$ cat config.mk
export PLATFORM = sky130hd
export DESIGN_NAME = bcd_display_mux
export DESIGN_NICKNAME = d
export VERILOG_FILES = /design/src/rtl/bcd_display_mux.sv
export SDC_FILE = /design/constraint.sdc
export NUM_CORES = 1
export LEC_CHECK = 0
export CORE_UTILIZATION = 55
export CTS_BUF_LIST = sky130_fd_sc_hd__clkbuf_2 sky130_fd_sc_hd__clkbuf_4 sky130_fd_sc_hd__clkbuf_8
export CTS_CLUSTER_SIZE = 12
export DETAILED_ROUTE_END_ITERATION = 8
export MAX_ROUTING_LAYER = met4
export PLACE_DENSITY = 0.83
export SYNTH_ARGS = -nofsm -noshare
export SYNTH_HDL_FRONTEND = slang
export SYNTH_SLANG_ARGS = --single-unit
$ cat constraint.sdc
create_clock -name clk -period 4 [get_ports clk]
set_clock_uncertainty 0.1 [all_clocks]
set_input_delay 1.2 -clock clk [delete_from_list [all_inputs] [get_ports clk]]
set_output_delay 1.2 -clock clk [all_outputs]
set_load 0.05 [all_outputs]
$ cat src/rtl/bcd_display_mux.sv
// Two-digit common-anode 7-segment display multiplexer with per-frame digit snapshot,
// dead-time blanking and sticky overflow on the tens DP. Optional: LEADING_ZERO_BLANK_EN.
module bcd_display_mux #(
    parameter int REFRESH_DIV  = 1200,
    parameter int BLANK_CYCLES = 16
) (
    input  logic       clk,
    input  logic       reset,
    input  logic [3:0] digit_1,
    input  logic [3:0] digit_10,
    input  logic       carry,
    input  logic       ovf_clr,
    output logic [6:0] seg,
    output logic       dp,
    output logic [1:0] digit_sel,
    output logic       frame_tick
);
    localparam int TW = ($clog2(REFRESH_DIV) < 1) ? 1 : $clog2(REFRESH_DIV);
    localparam logic [TW-1:0] BLANK_LAST = TW'(BLANK_CYCLES - 1);
    localparam logic [TW-1:0] SHOW_LAST  = TW'(REFRESH_DIV - BLANK_CYCLES - 1);

    typedef enum logic [1:0] {BLANK_0, SHOW_0, BLANK_1, SHOW_1} state_t;

    state_t        state_q, state_d;
    logic [TW-1:0] timer_q, timer_d;
    logic [3:0]    shadow_1_q, shadow_1_d, shadow_10_q, shadow_10_d;
    logic          ovf_q, ovf_d;
    logic [6:0]    seg_q, seg_d;
    logic          dp_q, dp_d;
    logic [1:0]    sel_q, sel_d;
    logic          tick_q, tick_d;
    logic          slot_end;

    function automatic logic [6:0] decode(input logic [3:0] d);
        case (d)
            4'd0:    decode = 7'h40;
            4'd1:    decode = 7'h79;
            4'd2:    decode = 7'h24;
            4'd3:    decode = 7'h30;
            4'd4:    decode = 7'h19;
            4'd5:    decode = 7'h12;
            4'd6:    decode = 7'h02;
            4'd7:    decode = 7'h78;
            4'd8:    decode = 7'h00;
            4'd9:    decode = 7'h10;
            default: decode = 7'h3F;
        endcase
    endfunction

    always_comb begin
        state_d     = state_q;
        timer_d     = timer_q + 1'b1;
        shadow_1_d  = shadow_1_q;
        shadow_10_d = shadow_10_q;
        slot_end    = (state_q == BLANK_0 || state_q == BLANK_1) ? (timer_q == BLANK_LAST)
                                                                 : (timer_q == SHOW_LAST);
        if (slot_end) begin
            timer_d = '0;
            case (state_q)
                BLANK_0: state_d = SHOW_0;
                SHOW_0:  state_d = BLANK_1;
                BLANK_1: state_d = SHOW_1;
                default: state_d = BLANK_0;
            endcase
            // Snapshot only at frame boundary so a frame never mixes old and new digits
            if (state_q == SHOW_1) begin
                shadow_1_d  = digit_1;
                shadow_10_d = digit_10;
            end
        end
        tick_d = (state_d == SHOW_1) && (timer_d == SHOW_LAST);

        if (carry)        ovf_d = 1'b1;
        else if (ovf_clr) ovf_d = 1'b0;
        else              ovf_d = ovf_q;

        seg_d = 7'h7F;
        dp_d  = 1'b1;
        sel_d = 2'b11;
        case (state_q)
            SHOW_0: begin
                sel_d = 2'b10;
                seg_d = decode(shadow_1_q);
            end
            SHOW_1: begin
                sel_d = 2'b01;
                dp_d  = ~ovf_q;
`ifdef LEADING_ZERO_BLANK_EN
                seg_d = (shadow_10_q == 4'd0) ? 7'h7F : decode(shadow_10_q);
`else
                seg_d = decode(shadow_10_q);
`endif
            end
            default: ;
        endcase
    end

    always_ff @(posedge clk or negedge reset) begin
        if (!reset) begin
            state_q     <= BLANK_0;
            timer_q     <= '0;
            shadow_1_q  <= '0;
            shadow_10_q <= '0;
            ovf_q       <= 1'b0;
            seg_q       <= 7'h7F;
            dp_q        <= 1'b1;
            sel_q       <= 2'b11;
            tick_q      <= 1'b0;
        end else begin
            state_q     <= state_d;
            timer_q     <= timer_d;
            shadow_1_q  <= shadow_1_d;
            shadow_10_q <= shadow_10_d;
            ovf_q       <= ovf_d;
            seg_q       <= seg_d;
            dp_q        <= dp_d;
            sel_q       <= sel_d;
            tick_q      <= tick_d;
        end
    end

    assign seg        = seg_q;
    assign dp         = dp_q;
    assign digit_sel  = sel_q;
    assign frame_tick = tick_q;
endmodule

==> results.json <==
{
  "final_area_um2": 2250,
  "summed_negative_setup_slack_over_all_endpoints_ns": 0,
  "critical-path-slowest-cell": "sky130_fd_sc_hd__clkdlybuf4s50_1",
  "ff2ff_setup_slack_ns": 2.04,
  "critPathMaxFanout": 1,
  "yosys_warnings": 0,
  "area.growth.synth_to_final_pct": 16.3,
  "cts_buffer_depth": 2,
  "place.detailed.instances": 240,
  "count_of_unique_library_cells_instantiated_by_yosys": 42,
  "ff2ff_path_depth": 4,
  "worst-setup-path-type": "reg -> out",
  "cell_count_after_synthesis": 178,
  "dieWidth_um": 61.2,
  "worstPathBufferInverterCount": 1,
  "startpoint_type": "register",
  "power_leakage_uw": 0.00103,
  "ant_nets": 0,
  "hold_path_end": "dp",
  "cts_sinks": 33,
  "fp-row-count": 21,
  "timing.max_cap.violations": 0,
  "routed_via_density": 5.66,
  "timing.max_slew.rel_slack_pct": 66.7,
  "initial_core_utilization_pct": 57.9,
  "fin_total_pwr_uw": 565,
  "drt_iter0_markers": 49,
  "worstHoldPathType": "reg -> reg",
  "timing.critical_path.to_type": "output pin",
  "synth_enable_flop_cells": 0,
  "critical-path-max-stage-delay_ns": 0.79,
  "path_clk_slew_ns": 0.10,
  "floorplan.die_area_um2": 3750,
  "report.final.setup_viol": 0,
  "ys_seq_area_share_pct": 43.4,
  "postSynth.asyncResetShare_pct": 100,
  "post_synth_most_frequent_cells": "sky130_fd_sc_hd__dfrtp_1 (23), sky130_fd_sc_hd__ha_1 (19), sky130_fd_sc_hd__a21oi_1 (15)",
  "crit_path_cell_trace": "clkdlybuf4s50_1",
  "netSwitchingFraction_pct": 21.1,
  "synthMostInstantiatedCell": "sky130_fd_sc_hd__dfrtp_1",
  "drive_gt1_share_pct": 18.8,
  "insertion_delay_ns": 0.33,
  "grt_max_degree": 34,
  "status": "finished clean",
  "drt_drc_violations_left": 0,
  "rsz0062_at_grt": "false",
  "power_frac_seq_pct": 59.3,
  "worst-slew-pin-transition_ns": 0.498,
  "worstPathArrival_ns": 1.66,
  "power.ir.vdd_worst_uv": 222,
  "global_route_wire_length_before_repair_mm": 5.90,
  "r2r-start": "state_q[0]",
  "cts_hold_buffers": 0,
  "via_count_of_the_first_global_routing_pass": 1286,
  "synth_top_area_cell": "sky130_fd_sc_hd__dfrtp_1",
  "gr-usage-all-layers_pct": 22.9,
  "detailed_place_hpwl_mm": 2.69,
  "netlist_area_um2": 1930,
  "wl_per_cell_um": 15.3,
  "fin_nets": 232,
  "power-per-cell-area_nw_per_um2": 252,
  "tritoncts": "yes",
  "drv_slew": 0,
  "total_switching_power_uw": 119,
  "post_cts_resized": 0,
  "synthesis.nets": 209,
  "globalRoute.totalOverflow": 0,
  "antenna_cells": 0,
  "worst_hold_path.num_cells": 1,
  "detailedRoute.firstPassIterationCount": 4,
  "detailroute.via_count": 1403,
  "layout_min_cycle_time_ns": 2.96,
  "synth_largest_type_area_fraction_pct": 29.8,
  "synth.area.top_cells": "sky130_fd_sc_hd__dfrtp_1 (30%), sky130_fd_sc_hd__dfstp_2 (14%), sky130_fd_sc_hd__ha_1 (12%)",
  "critical_path_required_ns": 2.70,
  "ctsHtreeMaxLevel": 2,
  "max_clock_freq_ghz": 0.338,
  "top_level_ports": 23,
  "fin_crit_sh_pct": 73.9,
  "crit-reg2reg-capture": "shadow_10_q[1]",
  "drt-total-wl_mm": 3.79,
  "synthesis.area_per_instance_um2": 10.8,
  "cts_setup_buffers": 0,
  "placed_cell_area_um2": 2180,
  "fillCellCount": 268,
  "core_area_um2": 3340,
  "placement.io_buffers": 22,
  "cts_made_buffers": 5,
  "grt_antenna_before_repair": 0,
  "hold_start": "ovf_q",
  "die_h_um": 61.2,
  "cpLargestDelayFamily": "buffers and inverters",
  "place.gp.congestion": 0.799,
  "finalHoldViolations": 0,
  "flip_flop_and_latch_count_after_synthesis": 33,
  "power_frac_clock_pct": 37.4,
  "final_cell_count_no_fill": 248,
  "cts-root-buf": "sky130_fd_sc_hd__clkbuf_4",
  "cell_internal_pwr_uw": 446,
  "dominantRegCellSynth": "sky130_fd_sc_hd__dfrtp_1",
  "portion_of_total_power_attributed_to_combinational_logic_pct": 3.3
}
-- how the worst max path moves through the flow --
stage,from,end,cells past startpoint
final,seg[6],seg[6],1
after global routing,digit_sel[0],digit_sel[0],1
after CTS,seg[2],seg[2],1
after detailed placement,seg[6],seg[6],1
after global placement,digit_sel[1],digit_sel[1],1
after floorplan,digit_sel[0],digit_sel[0],0
-- cell type report --
class / count / area (um2) / share of cell area [%]
Multi-Input combinational cell: 124 / 1000 / 44.7
Tap cell: 46 / 57.6 / 2.56
Inverter: 14 / 52.6 / 2.34
Clock buffer: 8 / 66.3 / 2.95
Timing Repair Buffer: 23 / 228 / 10.1
Sequential cell: 33 / 838 / 37.3
-- power groups by stage --
| stage | sequential, uW | clock (uW) | combinational, uW |
|---|---|---|---|
| after floorplan | 341 | 0 | 0.895 |
| after global placement | 341 | 0 | 18.5 |
| after detailed placement | 341 | 0 | 19.1 |
| after CTS | 335 | 217 | 19.2 |
| after global routing | 335 | 227 | 20.7 |
| final | 335 | 212 | 18.5 |
-- cells by family after synthesis --
| family | after synthesis | share of synthesized area, % |
|---|---|---|
| fa+ha+maj | 19 | 12.3 |
| mux | 12 | 8.30 |
| xor+xnor | 8 | 3.63 |
| buf+inv | 21 | 4.60 |
| flops | 33 | 43.4 |
| simple gates | 52 | 16.6 |
| compound gates | 33 | 11.1 |
-- worst reg2reg max path, stage by stage, from the launching register on --
cell	delay (ns)
sky130_fd_sc_hd__dfrtp_1	0.54
sky130_fd_sc_hd__ha_1	0.37
sky130_fd_sc_hd__nand4_1	0.25
sky130_fd_sc_hd__nor2_8	0.28
sky130_fd_sc_hd__mux2_4	0.33
-- layer usage --
layer  vias up  wire, um  GRT usage [%]
met5         -         0              -
met3         7       193           5.88
met2        47      2010           39.0
met4         0        46           8.77
li1        663         -              -
met1       686      1540           25.7
-- sequential cells by signal (all words and copies together), names as in the netlist --
| signal | count |
|---|---|
| digit_sel | 2 |
| dp | 1 |
| frame_tick | 1 |
| ovf_q | 1 |
| seg | 7 |
| shadow_10_q | 4 |
| shadow_1_q | 4 |
| state_q | 2 |
| timer_q | 11 |
-- layout by cell type, fill, tap and decap left out, types with 2 or more instances in the layout --
| cell type | instances |
|---|---|
| sky130_fd_sc_hd__a21o_1 | 2 |
| sky130_fd_sc_hd__nand4_1 | 2 |
| sky130_fd_sc_hd__dfrtp_1 | 23 |
| sky130_fd_sc_hd__o211ai_1 | 2 |
| sky130_fd_sc_hd__xnor2_1 | 4 |
| sky130_fd_sc_hd__nor3_1 | 3 |
| sky130_fd_sc_hd__mux2_4 | 8 |
| sky130_fd_sc_hd__clkdlybuf4s50_1 | 22 |
| sky130_fd_sc_hd__mux2i_1 | 4 |
| sky130_fd_sc_hd__nor4_2 | 2 |
| sky130_fd_sc_hd__nand2b_1 | 5 |
| sky130_fd_sc_hd__nand2_1 | 8 |
| sky130_fd_sc_hd__inv_1 | 14 |
| sky130_fd_sc_hd__or3_1 | 3 |
| sky130_fd_sc_hd__clkbuf_4 | 7 |
| sky130_fd_sc_hd__nor2_1 | 9 |
| sky130_fd_sc_hd__xor2_1 | 4 |
| sky130_fd_sc_hd__ha_1 | 19 |
| sky130_fd_sc_hd__o221ai_1 | 3 |
| sky130_fd_sc_hd__nand3_1 | 7 |
| sky130_fd_sc_hd__o21ai_0 | 4 |
| sky130_fd_sc_hd__nor2b_1 | 2 |
| sky130_fd_sc_hd__a21oi_1 | 15 |
| sky130_fd_sc_hd__or2_2 | 2 |
| sky130_fd_sc_hd__dfstp_2 | 10 |
-- metrics by stage --
step / util (%) / hold WS [ns] / setup WS (ns)
finish: 67.3 / 0.303 / 1.04
global route: 67.3 / 0.321 / 1.00
CTS: 67.3 / 0.308 / 1.03
detailed placement: 65.3 / 0.293 / 1.40
global placement: 65.3 / 0.285 / 1.42
floorplan: - / 0.276 / 2.04
(Power assumes the default switching activity.)
